## config.mk

```make
export PLATFORM = sky130hd
export DESIGN_NAME = add_out_rx
export DESIGN_NICKNAME = d
export VERILOG_FILES = /design/src/rtl/add_out_rx.sv
export SDC_FILE = /design/constraint.sdc
export NUM_CORES = 1
export LEC_CHECK = 0
export CAP_MARGIN = 20
export CELL_PAD_IN_SITES_DETAIL_PLACEMENT = 1
export CELL_PAD_IN_SITES_GLOBAL_PLACEMENT = 2
export CORE_MARGIN = 3
export CORE_UTILIZATION = 30
export CTS_CLUSTER_DIAMETER = 50
export DETAILED_ROUTE_END_ITERATION = 10
export PLACE_DENSITY_LB_ADDON = 0.1
export SKIP_CTS_REPAIR_TIMING = 1
export SLEW_MARGIN = 20
export SYNTH_ARGS = -nofsm -noshare
export SYNTH_HDL_FRONTEND = slang
export SYNTH_SLANG_ARGS = --single-unit
export TNS_END_PERCENT = 10
```

## constraint.sdc

```tcl
create_clock -name clk -period 8.3 [get_ports clk]
set_clock_uncertainty 0.1 [all_clocks]
set_input_delay 0.83 -clock clk [delete_from_list [all_inputs] [get_ports clk]]
set_output_delay 0.83 -clock clk [all_outputs]
set_load 0.03 [all_outputs]
```

## src/rtl/add_out_rx.sv

```systemverilog
// Receiver for the adder result stream: capture register, small FIFO with ready/valid drain,
// and running statistics (received/dropped counts, sticky overflow, wrapping accumulator).
module add_out_rx #(
  parameter int DEPTH = 8,
  parameter int CNT_W = 16,
  parameter int ACC_W = 16
) (
  input  logic                       clk,
  input  logic                       rst,
  input  logic [9:0]                 in_data,
  input  logic                       in_valid,
  output logic [9:0]                 out_data,
  output logic                       out_valid,
  input  logic                       out_ready,
  output logic [$clog2(DEPTH):0]     level,
  output logic                       overflow,
  output logic [CNT_W-1:0]           rx_cnt,
  output logic [CNT_W-1:0]           drop_cnt,
  output logic [ACC_W-1:0]           acc,
  input  logic                       clr
);

  localparam int AW = $clog2(DEPTH);
  localparam int PW = AW + 1;

  logic [9:0]    cap_data;
  logic          cap_vld;
  logic [9:0]    mem [DEPTH];
  logic [PW-1:0] wr_ptr, rd_ptr;
  logic [PW-1:0] wr_nxt, rd_nxt;
  logic          empty, full, pop, push, drop;

  assign empty  = (wr_ptr == rd_ptr);
  assign full   = (wr_ptr[AW] != rd_ptr[AW]) && (wr_ptr[AW-1:0] == rd_ptr[AW-1:0]);
  assign pop    = !empty && out_ready;
  // A pop on a full FIFO frees the slot in time for the same-cycle push.
  assign push   = cap_vld && (!full || pop);
  assign drop   = cap_vld && full && !pop;
  assign wr_nxt = wr_ptr + PW'(push);
  assign rd_nxt = rd_ptr + PW'(pop);

  assign out_data = out_valid ? mem[rd_ptr[AW-1:0]] : 10'd0;

  always_ff @(posedge clk or posedge rst) begin
    if (rst) begin
      cap_data  <= '0;
      cap_vld   <= 1'b0;
      wr_ptr    <= '0;
      rd_ptr    <= '0;
      level     <= '0;
      out_valid <= 1'b0;
    end else begin
      cap_data  <= in_data;
      cap_vld   <= in_valid;
      wr_ptr    <= wr_nxt;
      rd_ptr    <= rd_nxt;
      level     <= wr_nxt - rd_nxt;
      out_valid <= (wr_nxt != rd_nxt);
    end
  end

  always_ff @(posedge clk) begin
    if (push) mem[wr_ptr[AW-1:0]] <= cap_data;
  end

  always_ff @(posedge clk or posedge rst) begin
    if (rst) begin
      rx_cnt   <= '0;
      drop_cnt <= '0;
      acc      <= '0;
      overflow <= 1'b0;
    end else if (clr) begin
      rx_cnt   <= '0;
      drop_cnt <= '0;
      acc      <= '0;
      overflow <= 1'b0;
    end else begin
      if (cap_vld && rx_cnt != '1) rx_cnt <= rx_cnt + 1'b1;
      if (drop) begin
        overflow <= 1'b1;
        if (drop_cnt != '1) drop_cnt <= drop_cnt + 1'b1;
      end
      if (push) acc <= acc + ACC_W'(cap_data);
    end
  end

endmodule

```

# Word-level counts from Yosys, hierarchy flattened
# Memories as Yosys holds them, arrays and structs flattened.
# Cells that the tools add are included.
word_totals:
  output_inout_bits: 64
  mem_count: 1
  latch_bits: 0
  mem_bits_rw: 80
  regBits: 73
  mem_bits_ro: 0
op_classes:
  magnitude_cmp: 0
  add_sub_neg: 6
  n_reduce_logical: 15
  n_mux: 12
  bitwise_logic: 0
  eq_ne: 6
  n_shift: 0
  mul: 0
  div_mod_pow: 0
memory_table:
  columns: ["memory", "words", "width", "read_ports", "rd_ports_with_merged_regs", "write_ports", "line_no", "rtl"]
  rows:
  - ["mem", 8, 10, 1, 0, 1, "28", "logic [9:0] mem [DEPTH];"]
op_table:
  columns: ["cell", "count"]
  rows:
  - ["$mux W16", 7]
  - ["$add A16 B1 Y16 const B", 2]
  - ["$ne A16 B16 Y1 const B", 2]
  - ["$add A16 B10 Y16", 1]
  - ["$mux W10", 1]
  - ["$add A4 B1 Y4", 2]
  - ["$reduce_bool A2 Y1", 4]
  - ["$logic_and A1 B1 Y1", 6]
  - ["$eq A4 B4 Y1", 1]
  - ["$mux W1", 4]
  - ["$ne A4 B4 Y1", 1]
  - ["$sub A4 B4 Y4", 1]
  - ["$eq A3 B3 Y1", 1]
  - ["$logic_not A1 Y1", 3]
  - ["$reduce_and A2 Y1", 1]
  - ["$logic_or A1 B1 Y1", 1]
  - ["$ne A1 B1 Y1", 1]

# Depth between registers and ports, before layout
# Gate-level depths: netlist (run 1).
depth:
  depth_word: 7
  mapped_depth: 12
  ltp_nobuf: 11

# Least setup slack after synthesis (run 1)
# No wires, ideal clock.
synth_path:
  path_kind: "input port to flip-flop"
  start: "in out_ready"
  end: "reg level[3]"
  setup_time_ns: 0.080
  setup_slack_ns: 5.320
  path_stages: 9
  arrival_time_ns: 2.800
  cell_sequence: "or2_1 -> o21ai_1 -> inv_2 -> ha_1 -> ha_1 -> ha_1 -> a21o_1 -> a21oi_1 -> xnor2_1"
synth_via:
  elab_chain_len: 5
synth_lines:
  columns: ["item", "line_no", "rtl"]
  rows:
  - ["start: declaration", "14", "input logic out_ready,"]
  - ["$logic_and A1 B1 Y1", "35", "assign pop = !empty && out_ready;"]
  - ["$logic_or A1 B1 Y1", "37", "assign push = cap_vld && (!full || pop);"]
  - ["$logic_and A1 B1 Y1", "37", null]
  - ["$add A4 B1 Y4", "39", "assign wr_nxt = wr_ptr + PW'(push);"]
  - ["net wr_nxt[1]", "30", "logic [PW-1:0] wr_nxt, rd_nxt;"]
  - ["$sub A4 B4 Y4", "57", "level <= wr_nxt - rd_nxt;"]
  - ["end signal: assignment", "57", null]
  - ["end: declaration", "15", "output logic [$clog2(DEPTH):0] level,"]
# The timed path passes the listed nets, and every way through them passes these cells.
# A chain may end at the register's enable or synchronous reset.

# Worst setup path after layout (run 1)
layout_path:
  start: "reg rd_ptr[0]"
  end: "out out_data[2]"
layout_via:
  elab_chain_len: 2
layout_lines:
  columns: ["item", "line_no", "rtl"]
  rows:
  - ["start: declaration", "29", "logic [PW-1:0] wr_ptr, rd_ptr;"]
  - ["start signal: assignment", "56", "rd_ptr <= rd_nxt;"]
  - ["$mem_v2 Z8 W10", null, null]
  - ["$mux W10", "42", "assign out_data = out_valid ? mem[rd_ptr[AW-1:0]] : 10'd0;"]
  - ["end: declaration", "12", "output logic [9:0] out_data,"]
# Every way passes these cells.

==> impl_metrics.yaml, run 1 <==
run_status:
  status: "finished clean"
logic_synthesis:
  yosys_warnings: 0
  synth.cells.most_frequent: "edfxtp_1 (80), dfrtp_1 (73), nor2_1 (30), a21oi_1 (28), nand2_1 (27)"
  synth_top_cells_by_area: "edfxtp_1 (34%), dfrtp_1 (26%), mux4_2 (6.4%)"
  synth.yosys.seq_area_share_pct: 59.8
  post_synth_num_cell_types: 61
  synth.largest_area_cell: "edfxtp_1"
  postSynthRegisterBits: 153
  ys_async_sr_fraction_pct: 47.7
  synth.net_count: 560
  synth_most_common_cell: "edfxtp_1"
  synth-edff-count: 80
  netlist_area_mm2: 0.00707
  synth_top_area_share_pct: 34.0
  syn-instance-count: 524
  avgSynthCellArea_um2: 13.5
  post_synth_top_flop: "edfxtp_1"
timing:
  rsz0062_at_grt: "no"
  fmax_mhz: 281
  setup-violations-final: 0
  finalHoldViolations: 0
  fin_crit_sh_pct: 42.8
  setup-tns-final_ns: 0
  final_max_slew_violation_count: 0
  timing_worst_slew_pin_value_ns: 1.01
  relSlewSlack_pct: 32.2
  final_period_minus_worst_setup_slack_ns: 3.55
route:
  wire_length_per_cell_um: 19.3
  num_vias: 4626
  via_per_inst: 4.97
  1st_pass_router_iterations: 4
  first_iter_violations: 238
  drt_drc_violations_left: 0
  postRouteAntennaNets: 0
  totalWireLength_um: 18000
setup_path:
  setup.worst_path.end_class: "output port"
  worst_setup_path_startpoint: "rd_ptr[0]"
  worstRegToRegCells: 11
  worst_path_max_delay_cell: "clkdlybuf4s50_1"
  timing.setup.critical_path_class: "reg2out"
  cp_data_arrival_time_ns: 2.62
  crit-reg2reg-launch: "rd_ptr[2]"
  crit_chain: "buf_4 > mux4_2 > mux2i_1 > nor2b_1 > clkdlybuf4s50_1"
  crit_required_ns: 7.37
  critical_path.max_stage_delay_ns: 0.59
  critPathMaxFanout: 20
  critical_path.startpoint_type: "flop"
die:
  initial_core_util_pct: 30.9
  coreArea_mm2: 0.0229
  design.die.area_mm2: 0.0255
  row_count: 55
  fp.dieH_um: 160
  floorplan.die.width_um: 160
  io_pins: 79
global_routing:
  grt_start_max_net_pins: 74
  grt_first_pass_wirelength_um: 29200
  grtUsageTotal_pct: 14.6
  antenna_found_initial: 0
  first_global_vias: 5151
  grt_overflow: 0
clock_tree:
  tritoncts.num_buffers: 17
  h_tree_depth_reported_by_cts: 4
  worst_skew_pair.late_latency_ns: 0.42
  clk_root_buffer_cell: "clkbuf_16"
  clkSinkCount: 153
  clock_path_buffers: 2
  clkTransAtPathRegs_ns: 0.06
  tritoncts: "done"
final_layout:
  num-nets-final: 640
  finished_core_util_pct: 38.5
  diodes_inserted: 0
  area_growth_syn_to_layout_pct: 24.9
  drive_gt1_share_pct: 13.5
  final-instance-count-excl-fill: 930
place:
  place.gp.congestion: 0.720
  post_placement_cell_count: 898
  port-buffer-count: 78
  dp_hpwl_um: 11900
power:
  p_leak_nw: 3.24
  max-vdd-ir-drop_uv: 147
  power_density_mw_per_mm2: 309
worst_hold_path:
  hold_class: "reg2reg"
  min_path_cells: 2
  min_from: "overflow"
run:
  drv.max_cap_violation_count: 0
## worst paths after layout
kind                                     to  slack (ns)
min in group asynchronous       cap_data[7]        0.79
worst min register to register     overflow        0.43
worst max-delay path            out_data[2]        4.75
max in group asynchronous            acc[6]        6.73
worst max register to register     level[3]        4.87
worst min-delay path               overflow        0.43
## layout make-up
cell class                 count  area (um2)
fill                        2378       14100
sequential                   153        4230
multi-input combinational    332        2720
timing repair buffer          84         825
clock buffer                  17         425
tap                          313         392
clock inverter                15         179
inverter                      16        61.3
## registers in the layout (all words and copies together), names as in the netlist, 4 cells and up
signal    flops
acc          16
cap_data     10
drop_cnt     16
mem          80
level         4
wr_ptr        4
rd_ptr        4
rx_cnt       16
## where the power goes
part	switching, mW	internal [mW]	leakage (nW)	total [mW]
sequential	0.125	0.915	1.68	1.04
clock	0.342	0.455	0.290	0.797
combinational	0.478	0.411	1.27	0.889
total	0.945	1.78	3.24	2.73
## stage by stage
step	instance area, um2	power [mW]	hold slack (ns)	setup slack [ns]
finish	8830	2.73	0.427	4.75
global route	8830	2.88	0.459	4.53
CTS	8820	2.78	0.433	4.44
detailed placement	8220	1.97	0.421	4.58
global placement	8210	1.94	0.410	4.68
floorplan	7070	1.65	0.404	5.32
## layer usage
metal	wire length [um]	vias up	share of wire [%]	track usage [%]
met5	0	-	0	0
met4	174	0	0.97	4.18
met3	541	14	3.0	3.12
met2	8880	64	49	24.8
met1	8400	2382	47	19.0
li1	-	2166	-	-
## cells by family after synthesis
group | synth area share, %
simple gates | 13.2
flops | 59.8
compound gates | 7.82
xor+xnor | 3.56
mux | 9.02
buf+inv | 2.72
fa+ha+maj | 3.93
## critical path, delay by kind of cell, from the launching register on
family	cells	cell delay, ns
buf+inv	2	0.99
flops	1	0.38
mux	2	0.76
simple gates	1	0.07
## cell usage in the layout (no fill, tap or decap), types with 4 or more instances in the layout
| cell | netlist | final |
|---|---|---|
| a211oi_1 | 4 | 4 |
| mux2_1 | 5 | 5 |
| clkbuf_16 | 0 | 17 |
| a21o_1 | 6 | 6 |
| dfrtp_1 | 73 | 72 |
| o21ai_0 | 9 | 9 |
| or3_1 | 6 | 6 |
| xor2_1 | 7 | 7 |
| ha_1 | 19 | 19 |
| inv_6 | 0 | 6 |
| mux2i_1 | 12 | 12 |
| o41ai_1 | 6 | 6 |
| mux4_2 | 20 | 20 |
| inv_1 | 15 | 14 |
| buf_4 | 0 | 5 |
| edfxtp_1 | 80 | 80 |
| nor3_1 | 12 | 10 |
| or4_1 | 9 | 9 |
| nor2b_1 | 16 | 16 |
| nor2_1 | 30 | 30 |
| xnor2_1 | 18 | 18 |
| o31ai_1 | 6 | 6 |
| nand3_1 | 17 | 17 |
| nand2_1 | 27 | 27 |
| and3_1 | 6 | 6 |
| clkdlybuf4s50_1 | 0 | 77 |
| a21oi_1 | 28 | 28 |
| nand4_1 | 14 | 14 |
| and4_1 | 6 | 6 |
Note: power is estimated with default switching activity, not from simulation.
==> run 2, diff against run 1 <==
Clock period 8.3 ns to 2.9 ns, I/O delays scaled along.
==> run 2 against run 1 <==
Clock power grew to 3.0 times the previous value. Die area stayed put. Power grew to 2.9 times the previous value. Critical path depth is 1 higher. Global-route usage is 0.18 points higher. Critical endpoint is now out_data[4]. Non-clock buffer count is 20 higher. Highest routed layer unchanged. Final area is 1.7% higher. Flip-flop and latch count stayed put. Combinational power grew to 3.2 times the previous value.
==> impl_metrics.yaml, run 2 (synthesized netlist as in run 1, its figures left out) <==
run_status:
  status: "finished clean"
clock_tree:
  clk_root_buffer_cell: "clkbuf_16"
  worst_skew_pair.late_latency_ns: 0.43
  clock_path_buffers: 2
  h_tree_depth_reported_by_cts: 4
  tritoncts.num_buffers: 17
  tritoncts: "done"
  clkSinkCount: 153
  clkTransAtPathRegs_ns: 0.07
setup_path:
  timing.setup.critical_path_class: "reg2out"
  critical-path-top-cell-by-count: "buf_4"
  critical_path.startpoint_type: "flop"
  crit_chain: "buf_8 > buf_4 > mux4_2 > mux2i_1 > nor2b_1 > buf_4"
  critPathMaxFanout: 15
  critical_path.max_stage_delay_ns: 0.52
  crit_required_ns: 2.51
  worst_path_max_delay_cell: "mux4_2"
  crit_path_buffers_inverters: 3
  critical_path.top_delay_family: "multiplexers"
  cp_data_arrival_time_ns: 2.31
  setup.worst_path.end_class: "output port"
run:
  drv.max_cap_violation_count: 0
final_layout:
  final-instance-count-excl-fill: 950
  fillerInstances: 2411
  finished_core_util_pct: 39.2
  area_growth_syn_to_layout_pct: 27.0
  layout.cells.most_common: "edfxtp_1"
  num-nets-final: 660
  largest_reg_flops: 80
  diodes_inserted: 0
  drive_gt1_share_pct: 15.9
  commonest_non_fill_non_tap_cells_in_the_layout: "edfxtp_1 (80), dfrtp_1 (73), clkdlybuf4s50_1 (67)"
  postLayoutCellArea_mm2: 0.00898
place:
  pre_cts_slack_ns: 0.0937
  placedInstanceArea_mm2: 0.00833
  dp_hpwl_um: 12300
  post_placement_cell_count: 918
  port-buffer-count: 78
  place.gp.congestion: 0.739
die:
  design.die.area_mm2: 0.0255
  io_pins: 79
  row_count: 55
  initial_core_util_pct: 30.9
  fp.dieH_um: 160
  coreArea_mm2: 0.0229
  floorplan.die.width_um: 160
worst_hold_path:
  hold_class: "in2async"
global_routing:
  first_global_vias: 5262
  grt_first_pass_wirelength_um: 29400
  antenna_found_initial: 0
  grtUsageTotal_pct: 14.8
  grt_start_max_net_pins: 47
  grt_overflow: 0
timing:
  timing_worst_slew_pin_value_ns: 0.595
  post-route-worst-setup-slack_ns: 0.204
  final_max_slew_violation_count: 0
  fmax_mhz: 371
  fin_crit_sh_pct: 93.0
  setup-tns-final_ns: 0
  final_period_minus_worst_setup_slack_ns: 2.70
  rsz0062_at_grt: "no"
  finalHoldViolations: 0
  relSlewSlack_pct: 60.3
  setup-violations-final: 0
  hold_ws_ns: 0.123
power:
  max-vdd-ir-drop_uv: 326
  power_density_mw_per_mm2: 895
  fin_total_pwr_mw: 8.04
  p_leak_nw: 3.41
route:
  via_per_inst: 4.94
  1st_pass_router_iterations: 4
  num_vias: 4691
  drt_drc_violations_left: 0
  totalWireLength_um: 18300
  wire_length_per_cell_um: 19.3
  postRouteAntennaNets: 0
  first_iter_violations: 200
==> run 2: changes by cell type in the layout (fill, tap and decap cells not counted), sizes merged <==
cell           before  now
buf                 7   31
clkbuf             17   20
dlymetal6s2s        0    6
bufinv              2    4
clkinv              4    5
clkinvlp            2    1
clkdlybuf4s50      77   67
inv                23   18
==> run 2: worst reg2reg max path, cell delays in order (launching register included) <==
cell and delay (ns):
dfrtp_1 0.45, xnor2_2 0.23, nand3_1 0.15, o21ai_1 0.22, inv_2 0.06, ha_1 0.20
ha_1 0.34, ha_1 0.32, a21o_1 0.19, a21oi_1 0.18, xnor2_1 0.13
==> run 2: layer usage <==
metal  up-vias  wire length [um]  track usage (%)
met5         -                 0                0
met4         0               216             4.70
met3        15               522             3.38
met2        73              9240             25.0
met1      2402              8350             18.9
li1       2201                 -                -
==> run 2: worst paths after layout <==
kind | startpoint | end | slack (ns) | depth (start not counted)
worst max-delay path | rd_ptr[0] | out_data[4] | 0.20 | 6
worst min-delay path | rst | level[0] | 0.12 | 2
worst max register to register | rd_ptr[0] | level[3] | 0.25 | 10
worst min register to register | overflow | overflow | 0.43 | 2
max in group asynchronous | rst | cap_data[4] | 1.88 | 3
min in group clk | in_data[5] | cap_data[5] | 0.20 | 1
==> run 2: cell type report <==
| class | count | area, um2 | area share, % |
|---|---|---|---|
| multi-input cells | 332 | 2680 | 29.8 |
| inverters | 16 | 61.3 | 0.682 |
| repair buffers | 104 | 996 | 11.1 |
| clock inverters | 12 | 191 | 2.13 |
| clock buffers | 20 | 437 | 4.86 |
| flip-flops and latches | 153 | 4230 | 47.1 |
| well taps | 313 | 392 | 4.36 |
==> run 2: report_power, final <==
part           switching [mW]  internal (mW)
logic                    1.59           1.26
registers               0.173           2.62
clock network           0.935           1.46
